===== src/rtl/iff_strobe_gen.sv =====
`default_nettype none
// +----------------------------------------------------------------------------+
// | iff_strobe_gen                                                             |
// | Programmable clock-enable strobe generator with burst, hold and abort.     |
// | Optional feature macro: IFF_STROBE_GEN_PHASE_EN (adds a first-strobe phase |
// | offset input).                                                             |
// | Rev 1.0 - initial release                                                  |
// +----------------------------------------------------------------------------+
module iff_strobe_gen #(
  parameter int DIV_W = 8,
  parameter int CNT_W = 16
) (
  input  logic             clk,
  input  logic             rst,
  input  logic             start,
  input  logic             stop,
  input  logic [DIV_W-1:0] period,
  input  logic [CNT_W-1:0] burst,
  input  logic             hold,
`ifdef IFF_STROBE_GEN_PHASE_EN
  input  logic [DIV_W-1:0] phase,
`endif
  output logic             en_out,
  output logic             busy,
  output logic             done,
  output logic [CNT_W-1:0] strobe_cnt
);

  // One extra divider bit so period-1+phase cannot overflow.
  localparam int C_DIV_EXT_W = DIV_W + 1;

  typedef enum logic [1:0] {
    S_IDLE = 2'd0,
    S_RUN  = 2'd1,
    S_DONE = 2'd2
  } state_t;

  state_t                 r_state;
  state_t                 w_state_nxt;
  logic [C_DIV_EXT_W-1:0] r_div;
  logic [C_DIV_EXT_W-1:0] w_div_nxt;
  logic [DIV_W-1:0]       r_period;
  logic [DIV_W-1:0]       w_period_nxt;
  logic [CNT_W-1:0]       r_burst;
  logic [CNT_W-1:0]       w_burst_nxt;
  logic [CNT_W-1:0]       w_cnt_nxt;
  logic [CNT_W-1:0]       w_cnt_inc;
  logic                   w_en_nxt;
  logic [DIV_W-1:0]       w_period_eff;
  logic [C_DIV_EXT_W-1:0] w_load;
  logic [C_DIV_EXT_W-1:0] w_reload;

  assign w_period_eff = (period == '0) ? DIV_W'(1) : period;
  assign w_reload     = {1'b0, r_period} - C_DIV_EXT_W'(1);
  assign w_cnt_inc    = strobe_cnt + CNT_W'(1);

`ifdef IFF_STROBE_GEN_PHASE_EN
  assign w_load = {1'b0, w_period_eff} - C_DIV_EXT_W'(1) + {1'b0, phase};
`else
  assign w_load = {1'b0, w_period_eff} - C_DIV_EXT_W'(1);
`endif

  always_ff @(posedge clk or posedge rst) begin
    if (rst) begin
      r_state    <= S_IDLE;
      r_div      <= '0;
      r_period   <= DIV_W'(1);
      r_burst    <= '0;
      strobe_cnt <= '0;
      en_out     <= 1'b0;
      busy       <= 1'b0;
      done       <= 1'b0;
    end else begin
      r_state    <= w_state_nxt;
      r_div      <= w_div_nxt;
      r_period   <= w_period_nxt;
      r_burst    <= w_burst_nxt;
      strobe_cnt <= w_cnt_nxt;
      en_out     <= w_en_nxt;
      busy       <= (w_state_nxt == S_RUN);
      done       <= (w_state_nxt == S_DONE);
    end
  end

  always_comb begin
    w_state_nxt  = r_state;
    w_div_nxt    = r_div;
    w_period_nxt = r_period;
    w_burst_nxt  = r_burst;
    w_cnt_nxt    = strobe_cnt;
    w_en_nxt     = 1'b0;
    case (r_state)
      S_IDLE: begin
        if (start && !stop) begin
          w_period_nxt = w_period_eff;
          w_burst_nxt  = burst;
          w_div_nxt    = w_load;
          w_cnt_nxt    = '0;
          w_state_nxt  = S_RUN;
        end
      end
      S_RUN: begin
        // Abort wins over a coincident strobe.
        if (stop) begin
          w_state_nxt = S_IDLE;
        end else if (!hold) begin
          if (r_div == '0) begin
            w_div_nxt = w_reload;
            w_en_nxt  = 1'b1;
            w_cnt_nxt = w_cnt_inc;
            if ((r_burst != '0) && (w_cnt_inc == r_burst)) begin
              w_state_nxt = S_DONE;
            end
          end else begin
            w_div_nxt = r_div - C_DIV_EXT_W'(1);
          end
        end
      end
      S_DONE: begin
        w_state_nxt = S_IDLE;
      end
      default: begin
        w_state_nxt = S_IDLE;
      end
    endcase
  end

endmodule
`default_nettype wire


===== config.mk =====
export PLATFORM = sky130hd
export DESIGN_NAME = iff_strobe_gen
export DESIGN_NICKNAME = d
export VERILOG_FILES = /design/src/rtl/iff_strobe_gen.sv
export SDC_FILE = /design/constraint.sdc
export NUM_CORES = 1
export LEC_CHECK = 0
export CAP_MARGIN = 5
export CORE_ASPECT_RATIO = 0.7
export CORE_MARGIN = 2
export CORE_UTILIZATION = 45
export CTS_CLUSTER_DIAMETER = 50
export DETAILED_ROUTE_END_ITERATION = 8
export HOLD_SLACK_MARGIN = 0.05
export PLACE_DENSITY = 0.72
export SETUP_SLACK_MARGIN = 0.15
export SLEW_MARGIN = 5
export SYNTH_ARGS = -nofsm -noshare
export SYNTH_HDL_FRONTEND = slang
export SYNTH_SLANG_ARGS = --single-unit

===== constraint.sdc =====
create_clock -name clk -period 2.6 [get_ports clk]
set_input_delay 0.78 -clock clk [delete_from_list [all_inputs] [get_ports clk]]
set_output_delay 0.78 -clock clk [all_outputs]
set_load 0.1 [all_outputs]

==> results.yml, run 1 <==
detailed_routing:
  via_count: 2599
  wl_mm: 7.854
  vias_per_cell: 5.553
  drc: 0
  ant_nets: 0
  dr.pass1.iters: 4
  drtIter0Drc: 201
  wl_per_cell_um: 16.78
floorplan:
  start_util: 0.4651
  io-pin-count: 48
  die_w_um: 103.7
  rows: 25
  die_y_um: 73.76
  dieArea_mm2: 0.007645
  core_area_mm2: 0.006725
clock_tree:
  clockBufferDepth: 2
  h-tree-depth: 2
  cts_tree: "yes"
  clk_pin_slew_ps: 90
  insertion_delay_ps: 310
  cts_made_buffers: 5
  clockRootBuffer: "clkbuf_8"
  clkSinkCount: 54
  cts_hold_buf: 0
synth:
  ys_ff_latch: 54
  yosys_warnings: 0
  seq_area_frac_synth: 0.4324
  synth.largest_area_cell: "dfrtp_1"
  synthFlopType: "dfrtp_1"
  syn_area_per_cell_um2: 9.994
  netlist-cell-type-count: 55
  postSynthCellCount: 313
  synth_edf_count: 0
  ys_top_cells_by_area: "dfrtp_1 (42%), mux2_2 (8.6%), o21ai_0 (5.1%), xnor2_1 (4.5%), nor2_1 (3.4%)"
  async_reset_ff_frac: 1.000
  synth_nets: 344
  synth_top_area_frac: 0.4240
  synth_area_mm2: 0.003128
cells_and_area:
  multiInputGateArea_mm2: 0.001764
  nNetsFinal: 404
  num_antenna_cells: 0
  num-fill-cells: 599
  final_area_mm2: 0.003953
  regArea_mm2: 0.001368
  area_delta_synth_final_pct: 26.36
  drive_above_1_share: 0.3075
grt:
  grt_antenna_before_repair: 0
  grt_pass1_wl_mm: 13.42
  grt_pass1_vias: 2582
  grt_max_degree: 55
  grt-ovfl-total: 0
  grt_usage: 0.2230
sta:
  worst_pin_slew_ps: 608.7
  rsz0062_at_grt: "true"
  fin_hold_ws_ps: 509.6
  fin_ws_ps: 210.9
  fin_crit_sh: 0.9189
  clock_skew_ps: 4.497
  setup_viol: 0
  drv_slew: 0
  hold_violations: 0
  maxSlewHeadroom: 0.5899
  finalCriticalPeriod_ps: 2389
  clock.fmax_mhz: 418.6
power:
  vdd_drop_max_uv: 302.0
  leakage_nw: 1.622
  finalPower_mw: 2.365
  internal_power_mw: 1.518
  powerDensity_mw_per_mm2: 598.4
  clkPwrFrac: 0.196
  p_sw_frac: 0.3581
  comb_power_share: 0.317
  p_sw_mw: 0.8468
  seq_power_share: 0.487
hold_path:
  hold_depth: 2
  hold_end: "r_period[0]$_DFFE_PP1P_"
  hold_class: "register to register"
  holdCritStartpoint: "r_period[0]$_DFFE_PP1P_"
setup_path:
  cp-end-kind: "register"
  rr_startpoint: "strobe_cnt[1]$_DFFE_PP0P_"
  cp-start-kind: "primary input"
  worst_r2r_path_depth: 9
  critical_path_required_ps: 2790
  rr_endpoint: "done$_DFF_PP0_"
  r2r_setup_slack_ps: 270
  cp_max_fo: 3
  crit_type: "primary input to register"
  arrival_ps: 2580
placement:
  post-place-ws_ps: -246.6
  dp_hpwl_mm: 5.789
  dpl_cell_area_mm2: 0.003811
  io_buffer_count: 47
  gp_congestion: 0.9334
job:
  cap_violations: 0
status:
  status: "finished, final reports clean"
[per-layer routing]
layer	GRT usage	vias up	share of wire	wire length [um]
met2	0.3444	67	0.44	3433
met3	0.03727	7	0.053	414
li1	-	1242	-	-
met4	0.03754	0	0.0057	45
met1	0.3361	1283	0.50	3961
met5	0	-	0	0
[critical path, cell delays in order]
cell and delay, ps:
clkdlybuf4s50_1 430, nor4_2 320, buf_4 160, a21oi_1 70, a22o_1 290, ha_2 220
nand3_2 90, xor2_1 140, o21ai_0 90
[registers in the layout, indices dropped and copies added, names as in the netlist]
signal / flops
busy: 1
done: 1
en_out: 1
r_burst: 16
r_div: 9
r_period: 8
r_state: 2
strobe_cnt: 16
[power by group through the flow]
stage	Combinational (mW)	Clock [mW]	Sequential, mW
floorplan	0.436	0	1.21
global placement	0.719	0	1.16
detailed placement	0.735	0	1.17
CTS	0.745	0.476	1.15
global route	0.822	0.514	1.17
finish	0.749	0.464	1.15
[logic make-up (layout without fill, tap and decap cells)]
logic type                 Yosys count  in the layout  share of synthesized area
and+or+nand+nor                    117            117                     0.2276
AOI/OAI and AO/OA                   67             67                     0.1344
DFF                                 54             54                     0.4324
xor gates and xnor gates            26             26                    0.07280
muxes                               26             26                    0.09280
buffers and inverters               21             82                    0.03199
adders and majority gates            2              2                   0.007999
[layout by cell type, fill, tap and decap left out, types with 2 or more instances in the layout]
| cell type | netlist | routed |
|---|---|---|
| mux2i_1 | 2 | 2 |
| nor4_1 | 7 | 5 |
| inv_1 | 4 | 3 |
| a31oi_1 | 3 | 2 |
| and2_1 | 4 | 3 |
| nor2_1 | 28 | 27 |
| nor4_4 | 2 | 5 |
| clkbuf_8 | 1 | 5 |
| nor3_1 | 3 | 3 |
| nor4_2 | 4 | 3 |
| dfrtp_2 | 0 | 12 |
| xnor2_1 | 16 | 16 |
| buf_4 | 0 | 41 |
| xor2_1 | 10 | 9 |
| nor2b_1 | 4 | 4 |
| o21bai_1 | 2 | 2 |
| o2bb2ai_1 | 3 | 3 |
| mux2_2 | 24 | 24 |
| and2b_1 | 2 | 2 |
| o31ai_1 | 6 | 6 |
| and3_1 | 4 | 3 |
| nand3_2 | 2 | 3 |
| nand2b_1 | 8 | 8 |
| o21ai_0 | 32 | 32 |
| clkbuf_1 | 12 | 3 |
| nand3_1 | 7 | 6 |
| nand2_1 | 24 | 24 |
| clkdlybuf4s50_1 | 0 | 28 |
| a221oi_1 | 2 | 2 |
| nor2_2 | 1 | 2 |
| o21ai_1 | 3 | 3 |
| dfrtp_1 | 53 | 41 |
| nor3b_1 | 2 | 2 |
| nand4_1 | 2 | 2 |
| or3_1 | 2 | 2 |
| a21oi_1 | 7 | 7 |
| nand4b_1 | 2 | 2 |
| o41ai_1 | 2 | 2 |
[cells in the mapped netlist (4+ instances only)]
library cell and instances:
o21ai_0 32, and2_1 4, dfrtp_1 53, inv_1 4
nand2_1 24, clkbuf_1 12, nor4_1 7, and3_1 4
o31ai_1 6, mux2_2 24, nor2_1 28, nor2b_1 4
nand2b_1 8, nor4_2 4, nand3_1 7, xnor2_1 16
xor2_1 10, a21oi_1 7
[worst max-delay path by stage]
| stage | startpoint | end | slack (ps) |
|---|---|---|---|
| global placement | period[4] | r_div[8]$_DFFE_PP0P_ | -160 |
| CTS | period[4] | r_div[6]$_DFFE_PP0P_ | 170 |
| global route | strobe_cnt[1]$_DFFE_PP0P_ | r_state[1]$_DFF_PP0_ | 110 |
| finish | period[6] | r_div[6]$_DFFE_PP0P_ | 210 |
| floorplan | strobe_cnt[0]$_DFFE_PP0P_ | done$_DFF_PP0_ | 120 |
| detailed placement | period[4] | r_div[8]$_DFFE_PP0P_ | -250 |
[final cells by class]
cell class | count | share of cell area
Multi-Input combinational cell | 238 | 0.4463
Sequential cell | 54 | 0.3460
Timing Repair Buffer | 70 | 0.1538
Tap cell | 94 | 0.02976
Clock buffer | 8 | 0.02026
Inverter | 4 | 0.003799
[timing repair]
item | in CTS | in global routing
pin swaps | 3 | 2
setup endpoints to repair | 7 | 6
cloned | 0 | 0
resized for setup | 3 | 7
buffers inserted | 0 | 1
[through the flow]
| stage | util | cells | setup TNS, ps |
|---|---|---|---|
| finish | 0.5877 | 468 | 0 |
| global route | 0.5877 | 468 | 0 |
| CTS | 0.5808 | 467 | 0 |
| detailed placement | 0.5667 | 459 | -1441 |
| global placement | 0.5667 | 459 | -1032 |
| floorplan | - | 313 | 0 |
No activity file was read; power rests on OpenSTA's default activity.
==> run 2: changes to the inputs <==
--- a/config.mk
+++ b/config.mk
@@ -13,7 +13,6 @@
 export DETAILED_ROUTE_END_ITERATION = 8
 export HOLD_SLACK_MARGIN = 0.05
 export PLACE_DENSITY = 0.72
-export SETUP_SLACK_MARGIN = 0.15
 export SLEW_MARGIN = 5
 export SYNTH_ARGS = -nofsm -noshare
 export SYNTH_HDL_FRONTEND = slang
==> results.yml, run 2 (synthesized netlist as in run 1, its figures left out) <==
clock_tree:
  cts_hold_buf: 0
  cts_made_buffers: 5
  clk_pin_slew_ps: 90
  h-tree-depth: 2
  clkSinkCount: 54
  insertion_delay_ps: 300
  cts_tree: "yes"
  clockRootBuffer: "clkbuf_8"
  clockBufferDepth: 2
setup_path:
  cp-end-kind: "register"
  cp-start-kind: "primary input"
  r2r_setup_slack_ps: 180
  arrival_ps: 2630
  cp_max_fo: 3
  crit_type: "primary input to register"
  worst_r2r_path_depth: 8
  rr_startpoint: "strobe_cnt[1]$_DFFE_PP0P_"
  critical_path_required_ps: 2790
  rr_endpoint: "busy$_DFF_PP0_"
cells_and_area:
  regArea_mm2: 0.001366
  num-fill-cells: 603
  drive_above_1_share: 0.2876
  final_cell_mix: "dfrtp_1 (42), buf_4 (38), o21ai_0 (32)"
  final_common_cell: "dfrtp_1"
  multiInputGateArea_mm2: 0.001730
  stdcell_count: 466
  nNetsFinal: 402
  largestRegisters: "r_burst: 16 flops, strobe_cnt: 16 flops, r_div: 9 flops"
  area_delta_synth_final_pct: 25.52
  num_antenna_cells: 0
placement:
  dp.cells: 457
  post-place-ws_ps: -222.0
  io_buffer_count: 47
  dp_hpwl_mm: 5.438
  gp_congestion: 0.9506
detailed_routing:
  dr.pass1.iters: 5
  drc: 0
  wl_per_cell_um: 15.81
  vias_per_cell: 5.431
  ant_nets: 0
  via_count: 2531
  wl_mm: 7.369
  drtIter0Drc: 117
sta:
  fin_ws_ps: 162.5
  rsz0062_at_grt: "false"
  worst_pin_slew_ps: 483.9
  clock.fmax_mhz: 410.3
  setup_viol: 0
  clock_skew_ps: 4.243
  fin_crit_sh: 0.9375
  hold_violations: 0
  drv_slew: 0
  maxSlewHeadroom: 0.6740
  finalCriticalPeriod_ps: 2437
hold_path:
  hold_class: "register to register"
  hold_depth: 2
  hold_end: "r_period[0]$_DFFE_PP1P_"
  holdCritStartpoint: "r_period[0]$_DFFE_PP1P_"
floorplan:
  rows: 25
  core_area_mm2: 0.006725
  io-pin-count: 48
  dieArea_mm2: 0.007645
  die_w_um: 103.7
  start_util: 0.4651
  die_y_um: 73.76
power:
  leakage_nw: 1.607
  vdd_drop_max_uv: 379.6
  powerDensity_mw_per_mm2: 602.7
grt:
  grt_pass1_wl_mm: 12.15
  grt_max_degree: 55
  grt_antenna_before_repair: 0
  grt_pass1_vias: 2357
  grt_usage: 0.2031
  grt-ovfl-total: 0
status:
  status: "finished, final reports clean"
job:
  cap_violations: 0
run 2: worst max-delay path: stages:
cell and delay (ps):
clkdlybuf4s50_1 440, nor4_2 320, buf_4 160, a21oi_1 70, a22o_1 280, ha_1 250
nand2_1 100, xor2_1 140, o21ai_0 90
run 2: worst max-delay path by stage:
stage               depth (start not counted)              endpoint  slack (ps)                 startpoint
global route                                9  r_div[6]$_DFFE_PP0P_          10                  period[6]
global placement                            6        done$_DFF_PP0_        -140                       hold
floorplan                                   7        done$_DFF_PP0_          80  strobe_cnt[0]$_DFFE_PP0P_
finish                                      9  r_div[4]$_DFFE_PP0P_         160                  period[6]
detailed placement                          9  r_div[8]$_DFFE_PP0P_        -220                  period[7]
CTS                                         7        busy$_DFF_PP0_         100       r_div[2]$_DFFE_PP0P_
run 2: area by class of cell:
| class | count | share of cell area |
|---|---|---|
| Timing Repair Buffer | 68 | 0.1542 |
| Multi-Input combinational cell | 238 | 0.4407 |
| Inverter | 4 | 0.003824 |
| Tap cell | 94 | 0.02996 |
| Clock buffer | 7 | 0.02199 |
| Clock inverter | 1 | 0.001275 |
| Sequential cell | 54 | 0.3480 |
run 2: through the flow:
stage	instance area, um^2	util	hold WS, ps	setup TNS [ps]	power (mW)
5_1_grt	3926	0.5838	533.1	0	2.503
2_1_floorplan	3154	-	480.5	0	1.641
3_3_place_gp	3785	0.5628	494.7	-858.9	1.863
4_1_cts	3876	0.5764	516.4	0	2.362
3_5_place_dp	3785	0.5628	497.5	-1659	1.876
6_report	3926	0.5838	517.6	0	2.366
run 2: power by group:
group	leakage, nW	total [mW]	internal, mW	switching, mW
Sequential	0.665	1.15	0.980	0.165
Combinational	0.894	0.739	0.344	0.395
Clock	0.0482	0.482	0.216	0.267
Total	1.61	2.37	1.54	0.827
run 2: routing by layer:
layer	GRT usage	wire length [um]	vias to the layer above
li1	-	-	1238
met1	0.3104	3913	1198
met2	0.2914	2915	84
met3	0.03993	425	11
met4	0.05706	114	0
met5	0	0	-
run 2: what timing repair did:
item | 4_1_cts | 5_1_grt
setup buffers | 0 | 1
setup endpoints to repair | 0 | 6
resized for setup | 0 | 6
